File: config.mk
export PLATFORM = sky130hd
export DESIGN_NAME = uart_tx
export DESIGN_NICKNAME = d
export VERILOG_FILES = /design/src/rtl/uart_tx.sv
export SDC_FILE = /design/constraint.sdc
export NUM_CORES = 1
export LEC_CHECK = 0
export BUFFER_PORTS_ARGS = -buffer_cell sky130_fd_sc_hd__buf_4
export CORE_UTILIZATION = 62
export CTS_CLUSTER_DIAMETER = 50
export DETAILED_ROUTE_END_ITERATION = 16
export PLACE_DENSITY = 0.83
export SETUP_SLACK_MARGIN = 0.05
export SLEW_MARGIN = 5
export SYNTH_ARGS = -nofsm -noshare
export SYNTH_HDL_FRONTEND = slang
export SYNTH_SLANG_ARGS = --single-unit
File: constraint.sdc
create_clock -name clk -period 5.49 [get_ports clk]
set_input_delay 1.3725 -clock clk [delete_from_list [all_inputs] [get_ports clk]]
set_output_delay 1.3725 -clock clk [all_outputs]
set_load 0.01 [all_outputs]
File: src/rtl/uart_tx.sv
// UART transmitter: start bit, 8 data bits LSB first, parity bit, stop bit.
// Every bit lasts CLK_FREQUENCY/BAUD_RATE cycles; the line idles high.
module uart_tx #(
    parameter int unsigned CLK_FREQUENCY = 100_000_000,
    parameter int unsigned BAUD_RATE     = 19_200,
    parameter int unsigned PARITY        = 0
) (
    input  logic       clk,
    input  logic       rst,
    input  logic       send,
    input  logic [7:0] din,
    output logic       tx_out,
    output logic       busy
);

    localparam int unsigned BAUD_CLOCKS = CLK_FREQUENCY / BAUD_RATE;
    localparam int unsigned CNT_W       = (BAUD_CLOCKS > 1) ? $clog2(BAUD_CLOCKS) : 1;
    localparam logic [CNT_W-1:0] CNT_LAST = CNT_W'(BAUD_CLOCKS - 1);

    localparam logic [2:0] IDLE       = 3'd0;
    localparam logic [2:0] START      = 3'd1;
    localparam logic [2:0] DATA       = 3'd2;
    localparam logic [2:0] PARITY_BIT = 3'd3;
    localparam logic [2:0] STOP       = 3'd4;

    logic [2:0]       state_q, state_d;
    logic [CNT_W-1:0] cnt_q, cnt_d;
    logic [2:0]       idx_q, idx_d;
    logic [7:0]       data_q, data_d;
    logic             tx_q, tx_d;
    logic             busy_q, busy_d;

    logic       bit_done;
    logic       parity_val;
    logic [2:0] idx_next;

    assign bit_done   = (cnt_q == CNT_LAST);
    assign parity_val = (PARITY == 0) ? ^data_q : ~^data_q;
    assign idx_next   = idx_q + 3'd1;

    // Next-state and next-output logic; tx is precomputed so it leaves a flop
    always_comb begin
        state_d = state_q;
        cnt_d   = cnt_q;
        idx_d   = idx_q;
        data_d  = data_q;
        tx_d    = tx_q;
        busy_d  = busy_q;

        if (state_q != IDLE) begin
            cnt_d = bit_done ? '0 : cnt_q + CNT_W'(1);
        end

        case (state_q)
            IDLE: begin
                tx_d   = 1'b1;
                busy_d = 1'b0;
                cnt_d  = '0;
                idx_d  = 3'd0;
                if (send) begin
                    data_d  = din;
                    state_d = START;
                    tx_d    = 1'b0;
                    busy_d  = 1'b1;
                end
            end
            START: begin
                if (bit_done) begin
                    state_d = DATA;
                    idx_d   = 3'd0;
                    tx_d    = data_q[0];
                end
            end
            DATA: begin
                if (bit_done) begin
                    if (idx_q == 3'd7) begin
                        state_d = PARITY_BIT;
                        tx_d    = parity_val;
                    end else begin
                        idx_d = idx_next;
                        tx_d  = data_q[idx_next];
                    end
                end
            end
            PARITY_BIT: begin
                if (bit_done) begin
                    state_d = STOP;
                    tx_d    = 1'b1;
                end
            end
            STOP: begin
                if (bit_done) begin
                    state_d = IDLE;
                    tx_d    = 1'b1;
                    busy_d  = 1'b0;
                end
            end
            default: begin
                state_d = IDLE;
                tx_d    = 1'b1;
                busy_d  = 1'b0;
                cnt_d   = '0;
                idx_d   = 3'd0;
            end
        endcase
    end

    // Reset abandons any frame in flight and returns the line high at once
    always_ff @(posedge clk) begin
        if (rst) begin
            state_q <= IDLE;
            cnt_q   <= '0;
            idx_q   <= 3'd0;
            data_q  <= 8'd0;
            tx_q    <= 1'b1;
            busy_q  <= 1'b0;
        end else begin
            state_q <= state_d;
            cnt_q   <= cnt_d;
            idx_q   <= idx_d;
            data_q  <= data_d;
            tx_q    <= tx_d;
            busy_q  <= busy_d;
        end
    end

    assign tx_out = tx_q;
    assign busy   = busy_q;

endmodule

==> summary.txt, run 1 <==
========================================================================================
Horizontal extent of the die                                                     50.2 um
Setup fix buffers added after clock tree synthesis                                     0
Overflow left after global routing                                                     0
Vias                                                                               1,248
CTS Buf Count                                                                          5
Portion of the clock cycle consumed by the worst path in the final layout          45.2%
Clock slew at the register clock pins of the worst setup and hold paths            90 ps
Slew Limit Fails                                                                       0
Type of origin of the critical path                                             register
Mapped Area                                                                     1440 um2
Max Root-Sink Buffers                                                                  2
First-pass iteration count of the detailed router                                      5
Proportion of layout cells with a drive suffix above 1                             13.3%
Number of cells upsized or downsized after cts                                         0
IR drop worst, VDD                                                              0.168 mV
Setup repair after global routing missed its margin                                false
Most common cell after layout, fill and taps aside                          sky130_fd_sc_hd__nand2_1
FFs w/ async S/R, synth                                                               0%
Reported max-cap violation count                                                       0
Final Cell Area                                                                 1580 um2
Number of instances in the placed design                                             201
Critical Path Sink Type                                                         register
Syn_nets                                                                             183
Required time at the endpoint of the critical path                               5710 ps
Cell area after placement                                                       1530 um2
# clock sinks                                                                         29
Hold Path Class                                                               reg -> reg
Shortest clock period the worst path allows after layout                         2480 ps
Peak fanout along the critical path                                                   10
DRC marker count from the first detailed-route iteration                              25
Drc violations                                                                         0
Average cell area after synthesis                                               8.54 um2
Area added between synthesis and finish                                            9.54%
Final TNS setup                                                                     0 ps
Number of different library cells in the post-synthesis netlist                       33
Dpl ws                                                                           2890 ps
Worst-margin pin slew                                                             568 ps
Sequential fraction of the synthesis area                                          40.2%
Leakage dissipation                                                             0.529 nW
YS warnings                                                                            0
CTS tree                                                                             yes
CTS H-tree lvls                                                                        2
Count of placed standard cells in the final layout, fillers left out                 209
Site row count                                                                        17
Final weighted congestion in routability-driven placement                          0.833
Final routed wire length divided by cell count                                   13.3 um
Power Density                                                                 242 nW/um2
Crit-path slowest cell                                                      sky130_fd_sc_hd__or4b_4
Wire length of the first global-routing pass                                     4810 um
Top library cells by usage in the layout, fill and taps aside               sky130_fd_sc_hd__nand2_1, sky130_fd_sc_hd__dfxtp_1, sky130_fd_sc_hd__nor2_1, sky130_fd_sc_hd__a21oi_1, sky130_fd_sc_hd__xnor2_1
Maximum number of pins on one net before global-route repair                          18
CP arrival                                                                       2700 ps
Cts-stage hold buffer count                                                            0
Primary FF master, synth                                                    sky130_fd_sc_hd__dfxtp_1
Fmax achieved                                                                    403 MHz
Largest delay contributor family on the critical path                       simple AND/OR/NAND/NOR gates
Via count of the first global-routing pass                                         1,114
Number of buffers and inverters on the critical path                                   0
Post-synth EDFFs                                                                       0
Die Ht                                                                           50.2 um
Total length of routed wires                                                     2780 um
Net count reported at finish                                                         194
Maximum single-stage delay on the critical path                                   550 ps
Avg Vias per Cell                                                                   5.97
Clock insertion delay at the later pin of the skew report                         330 ps
Final hold violation count                                                             0
Antenna violations before repair                                                       0
Ordered cell list for the critical path                                     ha_1 > or4bb_1 > or3_1 > or4b_4 > nand4_1 > a21oi_1
Total Die Area                                                                  2520 um2
Cell chosen for the clock root                                              sky130_fd_sc_hd__clkbuf_4
Area of the core                                                                2210 um2
Count of inserted antenna diode cells                                                  0
# IOs                                                                                 13
Number of fill cells in the layout                                                   179
Antenna viol nets, final                                                               0
Setup Viol. Count Final                                                                0
Path type of the worst setup path                                             reg -> reg
Result of the run                                                           finished clean
Placed wire-length estimate                                                      1990 um
Post-synthesis instance total                                                        169
Overall power consumption                                                         382 uW
Global-route usage over all layers                                                 26.0%
Synthesis-stage register bit count                                                    29
Starting Density                                                                   65.2%
Worst-case setup margin in the final layout                                      3010 ps
Worst Skew                                                                       6.82 ps
Relative slew margins                                                              61.9%
Port bufs                                                                             12
========================================================================================
## sequential cells by signal (all words and copies together) (netlist names)
signal / cells
tx_out: 1
idx_q: 3
data_q: 8
cnt_q: 13
state_q: 3
busy: 1
## worst register-to-register path, cell delays in order (launching register included)
cell and delay, ps:
sky130_fd_sc_hd__dfxtp_1 410, sky130_fd_sc_hd__ha_1 230, sky130_fd_sc_hd__or4bb_1 510, sky130_fd_sc_hd__or3_1 470
sky130_fd_sc_hd__or4b_4 550, sky130_fd_sc_hd__nand4_1 120, sky130_fd_sc_hd__a21oi_1 70
## through the flow
step,hold slack (ps),util [%]
3_5_place_dp,476,69.1
2_1_floorplan,450,-
3_3_place_gp,464,69.1
6_report,485,71.4
5_1_grt,509,71.4
4_1_cts,487,71.4
## synth_stat cells (3+ instances only)
| master | number | area [um2] |
|---|---|---|
| sky130_fd_sc_hd__xnor2_1 | 14 | 123 |
| sky130_fd_sc_hd__or3_1 | 4 | 25.0 |
| sky130_fd_sc_hd__dfxtp_1 | 29 | 581 |
| sky130_fd_sc_hd__clkbuf_1 | 5 | 18.8 |
| sky130_fd_sc_hd__nand4b_1 | 3 | 26.3 |
| sky130_fd_sc_hd__nand4_1 | 6 | 37.5 |
| sky130_fd_sc_hd__nand3_1 | 4 | 20.0 |
| sky130_fd_sc_hd__a21oi_1 | 14 | 70.1 |
| sky130_fd_sc_hd__nor2_1 | 18 | 67.6 |
| sky130_fd_sc_hd__nor4_1 | 3 | 18.8 |
| sky130_fd_sc_hd__xor2_1 | 6 | 52.6 |
| sky130_fd_sc_hd__nand2_1 | 30 | 113 |
| sky130_fd_sc_hd__ha_1 | 3 | 37.5 |
| sky130_fd_sc_hd__nor3_1 | 6 | 30.0 |
## cell families (layout without fill, tap and decap cells)
kind of cell               after synthesis  in the layout  synth area share, %
AOI/OAI and AO/OA                       23             23                 9.45
xor gates and xnor gates                20             20                 12.1
adders and majority gates                3              3                 2.60
buffers and inverters                   10             22                 3.21
DFF                                     29             29                 40.2
muxes                                    4              4                 4.51
and+or+nand+nor                         80             80                 27.8
## layer usage
metal,routed length [um],GRT usage (%)
met1,1300,33.7
met2,1280,38.0
met3,132,7.27
met4,68,15.7
met5,0,0
## area by class of cell
type	count	area (um2)	share of cell area, %
Clock buffer	6	41.3	2.61
Clock inverter	2	10.0	0.633
Inverter	2	7.51	0.475
Multi-Input combinational cell	130	816	51.6
Sequential cell	29	581	36.7
Tap cell	28	35.0	2.22
Timing Repair Buffer	12	90.1	5.70
## worst paths after layout
kind / startpoint / to / slack (ps) / cells after the start
max reg2reg: cnt_q[0] / idx_q[2] / 3010 / 6
min: data_q[5] / data_q[5] / 480 / 2
max: cnt_q[0] / idx_q[2] / 3010 / 6
min reg2reg: data_q[5] / data_q[5] / 480 / 2
## power by group
part           internal [mW]  switching, mW
Sequential             0.216        0.00624
Combinational         0.0198         0.0194
Clock                 0.0486         0.0721
Total                  0.284         0.0978
(Power assumes the default switching activity.)
==> run 2, diff against run 1 <==
- CORE_UTILIZATION: 62 -> 57
- PLACE_DENSITY: 0.83 -> 0.77
- clock period: 5.49 -> 2.4 ns (I/O delays scaled with it)
==> summary.txt, run 2 (same netlist as run 1, synthesis figures left out) <==
========================================================================================
Antenna violations before repair                                                       0
CP arrival                                                                       2500 ps
Reg2Reg Capture Point                                                           idx_q[1]
First-pass iteration count of the detailed router                                      4
Number of instances in the placed design                                             203
Critical Path Sink Type                                                         register
CTS Buf Count                                                                          5
Most common cell after layout, fill and taps aside                          sky130_fd_sc_hd__nand2_1
FF-to-FF Start                                                                  cnt_q[0]
Max FFs per register                                                                  13
Placed wire-length estimate                                                      2050 um
CTS tree                                                                             yes
Proportion of layout cells with a drive suffix above 1                             15.8%
Power Density                                                                 547 nW/um2
CTS H-tree lvls                                                                        2
Shortest clock period the worst path allows after layout                         2280 ps
Hold Path Class                                                               reg -> reg
Final routed wire length divided by cell count                                   13.2 um
Dpl ws                                                                           89.8 ps
Peak fanout along the critical path                                                    4
Via count of the first global-routing pass                                         1,170
Required time at the endpoint of the critical path                               2620 ps
Site row count                                                                        17
Worst-margin pin slew                                                             584 ps
Total length of routed wires                                                     2780 um
Path type of the worst setup path                                             reg -> reg
Number of fill cells in the layout                                                   197
Maximum number of pins on one net before global-route repair                          18
Cell chosen for the clock root                                              sky130_fd_sc_hd__clkbuf_4
# IOs                                                                                 13
Net count reported at finish                                                         196
Final hold violation count                                                             0
Fmax achieved                                                                    439 MHz
Port bufs                                                                             12
Worst Skew                                                                       8.59 ps
Relative slew margins                                                              60.8%
Path depth of the worst reg2reg path                                                   6
Final TNS setup                                                                     0 ps
Final weighted congestion in routability-driven placement                          0.856
# clock sinks                                                                         29
Regs by FF count                                                            cnt_q (13), data_q (8)
Count of inserted antenna diode cells                                                  0
Start point of the critical path                                                cnt_q[0]
Reported max-cap violation count                                                       0
Top library cells by usage in the layout, fill and taps aside               sky130_fd_sc_hd__nand2_1, sky130_fd_sc_hd__dfxtp_1, sky130_fd_sc_hd__nor2_1
Global-route usage over all layers                                                 25.2%
Leakage dissipation                                                             0.536 nW
Result of the run                                                           finished clean
Portion of the clock cycle consumed by the worst path in the final layout          94.9%
Die Ht                                                                           52.3 um
Count of placed standard cells in the final layout, fillers left out                 211
Wire length of the first global-routing pass                                     4880 um
Type of origin of the critical path                                             register
Starting Density                                                                   62.8%
DRC marker count from the first detailed-route iteration                              28
Overflow left after global routing                                                     0
Area added between synthesis and finish                                            10.9%
Area of the core                                                                2300 um2
Largest Register                                                                   cnt_q
Slew Limit Fails                                                                       0
Total Die Area                                                                  2740 um2
Worst setup endpoint                                                            idx_q[1]
Setup Viol. Count Final                                                                0
Avg Vias per Cell                                                                   5.93
Worst-case setup margin in the final layout                                       121 ps
Vias                                                                               1,252
IR drop worst, VDD                                                              0.407 mV
Horizontal extent of the die                                                     52.3 um
Max Root-Sink Buffers                                                                  2
Drc violations                                                                         0
Clock insertion delay at the later pin of the skew report                         340 ps
Clock slew at the register clock pins of the worst setup and hold paths            90 ps
Setup repair after global routing missed its margin                                false
Antenna viol nets, final                                                               0
Setup slack, reg-to-reg                                                           120 ps
========================================================================================
run 2: through the flow:
step | power, mW | utilization, % | instance area [um2] | hold WS (ps)
global placement | 0.606 | 67.2 | 1540 | 461
floorplan | 0.579 | - | 1440 | 450
CTS | 0.881 | 69.4 | 1600 | 491
finish | 0.875 | 69.7 | 1600 | 489
detailed placement | 0.610 | 67.2 | 1540 | 475
global route | 0.916 | 69.7 | 1600 | 505
run 2: metal layers:
metal / share of wire, % / up-vias / track usage [%]
li1: - / 618 / -
met1: 48 / 587 / 31.5
met2: 45 / 42 / 35.7
met3: 5.9 / 5 / 10.1
met4: 1.7 / 0 / 15.4
met5: 0 / - / 0
run 2: final cells by class:
type                            instances  area, um2  share of cell area (%)
Inverter                                2       7.51                   0.469
Tap cell                               28       35.0                    2.19
Clock buffer                            6       41.3                    2.58
Sequential cell                        29        583                    36.4
Clock inverter                          2       10.0                   0.625
Multi-Input combinational cell        130        818                    51.1
Timing Repair Buffer                   14        105                    6.57
run 2: worst max-delay path, stage by stage (launching register included):
cell and delay, ps:
sky130_fd_sc_hd__dfxtp_2 370, sky130_fd_sc_hd__ha_2 210, sky130_fd_sc_hd__or4bb_1 490, sky130_fd_sc_hd__or3_1 350, sky130_fd_sc_hd__or4b_4 510, sky130_fd_sc_hd__nand4_1 130, sky130_fd_sc_hd__a21oi_1 90
run 2: what timing repair did:
action | in CTS | in global routing
setup buffers | 0 | 0
hold buffers | 0 | 0
setup endpoints to repair | 0 | 3
resized for setup | 0 | 3
run 2: worst min-delay path by stage:
stage	start	to	cells after the start
finish	data_q[1]	data_q[1]	2
global route	din[6]	data_q[6]	3
CTS	data_q[1]	data_q[1]	2
detailed placement	idx_q[2]	idx_q[2]	2
global placement	idx_q[2]	idx_q[2]	2
floorplan	idx_q[1]	idx_q[1]	2
run 2: report_power, final:
part           switching (mW)  total (mW)  internal, mW
registers              0.0136       0.507         0.493
logic                  0.0455      0.0919        0.0464
clock network           0.165       0.276         0.111
